`config.mk`:
```
export PLATFORM = sky130hd
export DESIGN_NAME = uart_8250_tx
export DESIGN_NICKNAME = d
export VERILOG_FILES = /design/src/rtl/uart_8250_tx.sv
export SDC_FILE = /design/constraint.sdc
export NUM_CORES = 1
export LEC_CHECK = 0
export ABC_CLOCK_PERIOD_IN_PS = 6200
export BUFFER_PORTS_ARGS = -buffer_cell sky130_fd_sc_hd__buf_4
export CAP_MARGIN = 10
export CORE_MARGIN = 2
export CORE_UTILIZATION = 30
export DETAILED_ROUTE_END_ITERATION = 10
export GPL_TIMING_DRIVEN = 0
export PLACE_DENSITY = 0.49
export SLEW_MARGIN = 0
export SYNTH_ARGS = -nofsm -noshare
export SYNTH_HDL_FRONTEND = slang
export SYNTH_SLANG_ARGS = --single-unit
```
`constraint.sdc`:
```
create_clock -name CLK_I -period 6.2 [get_ports CLK_I]
set_input_delay 0.93 -clock CLK_I [delete_from_list [all_inputs] [get_ports CLK_I]]
set_output_delay 0.93 -clock CLK_I [all_outputs]
set_load 0.03 [all_outputs]
```
`src/rtl/uart_8250_tx.sv`:
```
`default_nettype none
// ============================================================================
//  Module      : uart_8250_tx
//  Description : Transmit path of an 8250-compatible UART. It holds the THR
//                or the TX FIFO and the serialiser that drives TXD.
//                Ports:
//                  CLK_I, RST_I (async, active-low)      clock / reset
//                  baud_tick_i                           OVERSAMPLE x baud pulse
//                  thr_wr_i, thr_data_i                  THR write strobe / byte
//                  fifo_en_i, fifo_clr_i                 FCR[0], FCR[2] pulse
//                  lcr_i[6:0]                            WLS, STB, PEN, EPS, stick, break
//                  txd_o                                 serial out, idle high
//                  thre_o, temt_o                        LSR status
//                  fifo_level_o                          entries held
//                  wr_drop_o                             write discarded (full)
//  Revision    : 1.0  initial release
// ============================================================================
module uart_8250_tx #(
  parameter int FIFO_DEPTH = 16,
  parameter int OVERSAMPLE = 16
) (
  input  logic       CLK_I,
  input  logic       RST_I,
  input  logic       baud_tick_i,
  input  logic       thr_wr_i,
  input  logic [7:0] thr_data_i,
  input  logic       fifo_en_i,
  input  logic       fifo_clr_i,
  input  logic [6:0] lcr_i,
  output logic       txd_o,
  output logic       thre_o,
  output logic       temt_o,
  output logic [4:0] fifo_level_o,
  output logic       wr_drop_o
);

  localparam int AW = $clog2(FIFO_DEPTH);
  localparam int TW = $clog2(2 * OVERSAMPLE);
  localparam logic [TW-1:0] BIT_LAST    = TW'(OVERSAMPLE - 1);
  localparam logic [TW-1:0] STOP15_LAST = TW'((OVERSAMPLE * 3) / 2 - 1);
  localparam logic [TW-1:0] STOP2_LAST  = TW'(2 * OVERSAMPLE - 1);
  localparam logic [4:0]    DEPTH5      = 5'(FIFO_DEPTH);

  typedef enum logic [2:0] {
    S_IDLE   = 3'd0,
    S_START  = 3'd1,
    S_DATA   = 3'd2,
    S_PARITY = 3'd3,
    S_STOP   = 3'd4
  } state_t;

  // --------------------------------------------------------------------------
  // FIFO / holding register
  // --------------------------------------------------------------------------
  logic [7:0]    mem_q [FIFO_DEPTH];
  logic [AW-1:0] wr_ptr_q, rd_ptr_q;
  logic [4:0]    level_q, level_d;
  logic          fifo_en_q;
  logic          wr_drop_q;
  logic          flush, full, push, pop;
  logic [4:0]    cap;
  state_t        state_q, state_d;

  // Toggling FIFO mode empties the queue, exactly like an explicit clear.
  assign flush = fifo_clr_i | (fifo_en_i ^ fifo_en_q);
  assign cap   = fifo_en_i ? DEPTH5 : 5'd1;
  assign full  = (level_q >= cap);
  assign pop   = (state_q == S_IDLE) && (level_q != 5'd0) && !flush;
  // A pop in the same cycle frees a slot, so a write at full still lands.
  assign push  = thr_wr_i && !flush && (!full || pop);

  always_comb begin
    level_d = level_q;
    if (flush) begin
      level_d = 5'd0;
    end else if (push && !pop) begin
      level_d = level_q + 5'd1;
    end else if (pop && !push) begin
      level_d = level_q - 5'd1;
    end
  end

  always_ff @(posedge CLK_I) begin
    if (push) begin
      mem_q[wr_ptr_q] <= thr_data_i;
    end
  end

  always_ff @(posedge CLK_I or negedge RST_I) begin
    if (!RST_I) begin
      wr_ptr_q  <= '0;
      rd_ptr_q  <= '0;
      level_q   <= 5'd0;
      fifo_en_q <= 1'b0;
      wr_drop_q <= 1'b0;
    end else begin
      fifo_en_q <= fifo_en_i;
      level_q   <= level_d;
      wr_drop_q <= thr_wr_i && !flush && full && !pop;
      if (flush) begin
        wr_ptr_q <= '0;
        rd_ptr_q <= '0;
      end else begin
        if (push) wr_ptr_q <= wr_ptr_q + AW'(1);
        if (pop)  rd_ptr_q <= rd_ptr_q + AW'(1);
      end
    end
  end

  // --------------------------------------------------------------------------
  // Serialiser
  // --------------------------------------------------------------------------
  logic [TW-1:0] tick_q, tick_d;
  logic [2:0]    bit_q, bit_d;
  logic [7:0]    shift_q, shift_d;
  logic          par_q, par_d;
  logic [1:0]    wls_q, wls_d;
  logic          stb_q, stb_d;
  logic          pen_q, pen_d;
  logic          tx_bit;
  logic          bit_end;
  logic [TW-1:0] bit_last;
  logic [7:0]    head_masked;

  // Bits above the word length are zeroed so they neither shift out nor
  // affect parity.
  assign head_masked = mem_q[rd_ptr_q] & (8'hFF >> (2'd3 - lcr_i[1:0]));

  always_comb begin
    bit_last = BIT_LAST;
    if (state_q == S_STOP && stb_q) begin
      bit_last = (wls_q == 2'd0) ? STOP15_LAST : STOP2_LAST;
    end
  end

  assign bit_end = baud_tick_i && (state_q != S_IDLE) && (tick_q == bit_last);

  always_comb begin
    state_d = state_q;
    tick_d  = tick_q;
    bit_d   = bit_q;
    shift_d = shift_q;
    par_d   = par_q;
    wls_d   = wls_q;
    stb_d   = stb_q;
    pen_d   = pen_q;
    tx_bit  = 1'b1;

    if (state_q != S_IDLE && baud_tick_i) begin
      tick_d = bit_end ? '0 : tick_q + TW'(1);
    end

    case (state_q)
      S_IDLE: begin
        if (pop) begin
          shift_d = head_masked;
          wls_d   = lcr_i[1:0];
          stb_d   = lcr_i[2];
          pen_d   = lcr_i[3];
          // stick parity forces ~EPS; otherwise EPS=1 even, EPS=0 odd
          par_d   = lcr_i[5] ? ~lcr_i[4] : (lcr_i[4] ? ^head_masked : ~^head_masked);
          tick_d  = '0;
          bit_d   = 3'd0;
          state_d = S_START;
        end
      end
      S_START: begin
        tx_bit = 1'b0;
        if (bit_end) state_d = S_DATA;
      end
      S_DATA: begin
        tx_bit = shift_q[0];
        if (bit_end) begin
          shift_d = {1'b0, shift_q[7:1]};
          bit_d   = bit_q + 3'd1;
          if (bit_q == (3'd4 + {1'b0, wls_q})) begin
            state_d = pen_q ? S_PARITY : S_STOP;
          end
        end
      end
      S_PARITY: begin
        tx_bit = par_q;
        if (bit_end) state_d = S_STOP;
      end
      S_STOP: begin
        tx_bit = 1'b1;
        if (bit_end) state_d = S_IDLE;
      end
      default: begin
        state_d = S_IDLE;
      end
    endcase
  end

  always_ff @(posedge CLK_I or negedge RST_I) begin
    if (!RST_I) begin
      state_q <= S_IDLE;
      tick_q  <= '0;
      bit_q   <= 3'd0;
      shift_q <= 8'd0;
      par_q   <= 1'b0;
      wls_q   <= 2'd0;
      stb_q   <= 1'b0;
      pen_q   <= 1'b0;
    end else begin
      state_q <= state_d;
      tick_q  <= tick_d;
      bit_q   <= bit_d;
      shift_q <= shift_d;
      par_q   <= par_d;
      wls_q   <= wls_d;
      stb_q   <= stb_d;
      pen_q   <= pen_d;
    end
  end

  // Break acts on the live LCR bit, independent of the frame in progress.
  assign txd_o        = tx_bit & ~lcr_i[6];
  assign thre_o       = (level_q == 5'd0);
  assign temt_o       = thre_o && (state_q == S_IDLE);
  assign fifo_level_o = level_q;
  assign wr_drop_o    = wr_drop_q;

endmodule
`default_nettype wire

```
==> impl_metrics.json <==
{
  "status": "finished, final reports clean",
  "netlist-cell-type-count": 50,
  "timing.final.hold_violations": 0,
  "gr-usage-met3_pct": 3.72,
  "holdWs_ns": 0.478,
  "first_pass_grt_wire_length_um": 24800,
  "pwr-share-seq_pct": 45.5,
  "met2_usage_pct": 20.7,
  "post-synth-top-area-fraction_pct": 53.2,
  "synth_top_flop_cell": "sky130_fd_sc_hd__edfxtp_1",
  "firstDrtPassIters": 4,
  "dp.final_hpwl_um": 10100,
  "switching_share_pct": 28.6,
  "starting_utilization_of_the_core_area_pct": 30.7,
  "route.detailed.drc": 0,
  "rows": 56,
  "critPathKind": "flip-flop to flip-flop",
  "power.clock.fraction_pct": 34.6,
  "timing.critical_path.fanout_max": 10,
  "worstSetupEndpointType": "flip-flop",
  "pin_count": 30,
  "share_of_layout_cells_above_drive_strength_1_pct": 18.4,
  "placeableCoreArea_um2": 23500,
  "timing_max_transition_violations_final": 0,
  "part_of_the_yosys_area_used_for_sequential_elements_pct": 66.7,
  "setup.worst_path.start_class": "flip-flop",
  "multi_input_area_um2": 2250,
  "grt_max_degree": 40,
  "hp-class": "input pin to async pin",
  "worst_path_max_delay_cell": "sky130_fd_sc_hd__a21oi_1",
  "maxCapViolations": 0,
  "first_global_vias": 4138,
  "cellPowerDensity_nw_per_um2": 352,
  "yosysMostFrequentCell": "sky130_fd_sc_hd__edfxtp_1",
  "static-leakage-power_uw": 0.00295,
  "place.port_buffers": 29,
  "clock_slew_at_reported_path_ffs_ns": 0.07,
  "combinationalPowerShare_pct": 19.9,
  "netlist_top_cells_area": "sky130_fd_sc_hd__edfxtp_1 53%, sky130_fd_sc_hd__dfrtp_1 14%, sky130_fd_sc_hd__mux4_2 8.1%",
  "total_wirelength_um": 15800,
  "switchingPower_uw": 848,
  "grt_setup_unrepaired": "no",
  "layout.nets": 545,
  "netlist_top_cells_count": "128 x sky130_fd_sc_hd__edfxtp_1, 43 x sky130_fd_sc_hd__nand2_1, 39 x sky130_fd_sc_hd__dfrtp_1",
  "fin_crit_sh_pct": 60.5,
  "power.internal_uw": 2110,
  "avgRoutedWirePerCell_um": 18.7,
  "critical-path-max-stage-delay_ns": 0.55,
  "syn_nets": 497,
  "cts_hold_buffers": 0,
  "ctsRootBufferMaster": "sky130_fd_sc_hd__clkbuf_16",
  "tns_ns": 0,
  "syn-cell-area_um2": 7220,
  "cp.required_ns": 6.50,
  "report.final.setup_viol": 0,
  "drt_first_iter_violations": 263,
  "synth_seq_cells": 167,
  "chip_height_um": 159,
  "relSlewSlack_pct": 40.1,
  "finalClockSkew_ns": 0.00893,
  "grt_overflow_total": 0,
  "gr-usage-all-layers_pct": 13.1,
  "routed_via_density": 4.77,
  "path_cells": "clkbuf_1, or3_1, a21oi_1, o21ba_2, clkbuf_1, nand2_1, fa_1, a21o_1, a21o_1, a31oi_1, xor2_1, nor2_1",
  "synth_enable_flop_cells": 128,
  "yosys_warnings": 0,
  "die_w_um": 159,
  "clkSinkCount": 167,
  "antenna_found_initial": 0,
  "cts-buffers-inserted": 17,
  "arrival_ns": 4.05,
  "synthArstFlopShare_pct": 23.4,
  "routing_usage_on_met1_pct": 17.6,
  "vias": 4016,
  "max_clock_freq_ghz": 0.267,
  "synthDominantAreaCellType": "sky130_fd_sc_hd__edfxtp_1",
  "top_usage_layer": "met2",
  "layout.filler_cells": 2276,
  "cts-resized-gates": 0,
  "die-area_um2": 25300,
  "htree_levels": 4,
  "area_growth_syn_to_layout_pct": 16.4,
  "crit_buf_inv": 2,
  "worst_skew_pair_latency_ns": 0.42,
  "cpLargestDelayFamily": "compound AO/OA/AOI/OAI gates",
  "cts-root-to-sink-buffers": 2,
  "tritoncts": "yes",
  "power.total_uw": 2960,
  "sequential_cell_area_um2": 4820,
  "diodes": 0,
  "instance_count_of_the_mapped_netlist": 462,
  "worst-slew-pin-transition_ns": 0.894,
  "final.min_clock_period_ns": 3.75,
  "synth_area_per_cell_um2": 15.6,
  "vdd_ir_drop_max_v": 0.000165,
  "drt.antenna.violating_nets": 0,
  "postCtsSetupRepairBufs": 0,
  "globalplace.congestion": 0.753
}
==> flip-flops by register name, indices dropped and copies added, names as in the netlist <==
register,cells
bit_q,3
fifo_en_q,1
fifo_level_o,5
mem_q,128
par_q,1
pen_q,1
rd_ptr_q,4
shift_q,8
state_q,3
stb_q,1
tick_q,5
wls_q,2
wr_drop_o,1
wr_ptr_q,4
==> path summary, 6_finish.rpt <==
check	from	endpoint	slack [ns]	cells after the start
min	RST_I	fifo_level_o[1]	0.48	1
max	state_q[1]	fifo_level_o[4]	2.45	12
max in group asynchronous	RST_I	shift_q[4]	5.34	1
max reg2reg	state_q[1]	fifo_level_o[4]	2.45	12
min reg2reg	pen_q	pen_q	0.51	2
min in group CLK_I	pen_q	pen_q	0.51	2
==> placed cells by master (no fill, tap or decap), types with 4 or more instances in the layout <==
cell type	instances
sky130_fd_sc_hd__mux4_1	6
sky130_fd_sc_hd__clkbuf_1	13
sky130_fd_sc_hd__inv_1	9
sky130_fd_sc_hd__edfxtp_1	128
sky130_fd_sc_hd__buf_4	31
sky130_fd_sc_hd__a21o_1	5
sky130_fd_sc_hd__a22oi_1	4
sky130_fd_sc_hd__ha_1	13
sky130_fd_sc_hd__a21oi_1	18
sky130_fd_sc_hd__o21ai_0	4
sky130_fd_sc_hd__nor3_1	7
sky130_fd_sc_hd__and3_1	6
sky130_fd_sc_hd__mux2i_1	13
sky130_fd_sc_hd__clkbuf_16	17
sky130_fd_sc_hd__xor2_1	8
sky130_fd_sc_hd__nor2_1	30
sky130_fd_sc_hd__nand2_1	43
sky130_fd_sc_hd__and2_1	12
sky130_fd_sc_hd__dfrtp_1	39
sky130_fd_sc_hd__inv_6	4
sky130_fd_sc_hd__nand4_1	6
sky130_fd_sc_hd__mux4_2	26
sky130_fd_sc_hd__nand3_1	14
sky130_fd_sc_hd__xnor2_1	11
==> worst register-to-register path, stage by stage (launching register included) <==
cell	delay, ns
sky130_fd_sc_hd__dfrtp_1	0.36
sky130_fd_sc_hd__clkbuf_1	0.21
sky130_fd_sc_hd__or3_1	0.47
sky130_fd_sc_hd__a21oi_1	0.55
sky130_fd_sc_hd__o21ba_2	0.24
sky130_fd_sc_hd__clkbuf_1	0.30
sky130_fd_sc_hd__nand2_1	0.25
sky130_fd_sc_hd__fa_1	0.46
sky130_fd_sc_hd__a21o_1	0.20
sky130_fd_sc_hd__a21o_1	0.19
sky130_fd_sc_hd__a31oi_1	0.19
sky130_fd_sc_hd__xor2_1	0.17
sky130_fd_sc_hd__nor2_1	0.05
==> kinds of logic (layout without fill, tap and decap cells) <==
kind of cell	count (synthesis)	after routing	share of synthesized area, %
AOI/OAI and AO/OA	53	53	4.81
muxes	47	47	12.4
xor gates and xnor gates	21	21	2.84
DFF	167	167	66.7
and+or+nand+nor	131	131	8.54
buffers and inverters	29	90	2.16
adders and majority gates	14	14	2.53
==> layer usage <==
layer | share of wire (%) | vias to the layer above
met2 | 47 | 87
li1 | - | 1856
met5 | 0 | -
met3 | 4.9 | 21
met1 | 46 | 2052
met4 | 1.6 | 0
==> cell type report <==
cell class / instances / area share, %
well taps: 319 / 4.75
repair buffers: 29 / 2.59
flip-flops and latches: 167 / 57.3
clock inverters: 15 / 1.67
clock buffers: 17 / 5.06
inverters: 9 / 0.402
plain buffers: 20 / 1.46
multi-input cells: 266 / 26.7
==> per-stage QoR <==
step	instance area [um^2]	setup WS, ns	instances	utilization, %
after floorplan	7220	2.77	462	-
after detailed placement	7840	2.32	810	33.3
after global routing	8410	2.21	842	35.7
after global placement	7840	2.35	810	33.3
after CTS	8410	2.44	842	35.7
final	8410	2.45	842	35.7
==> power groups by stage <==
stage	Sequential [uW]	Combinational, uW	Clock [uW]
after floorplan	1370	430	0
after global placement	1370	586	0
after detailed placement	1370	596	0
after CTS	1350	599	1050
after global routing	1360	662	1100
final	1350	590	1020
(Power assumes the default switching activity.)
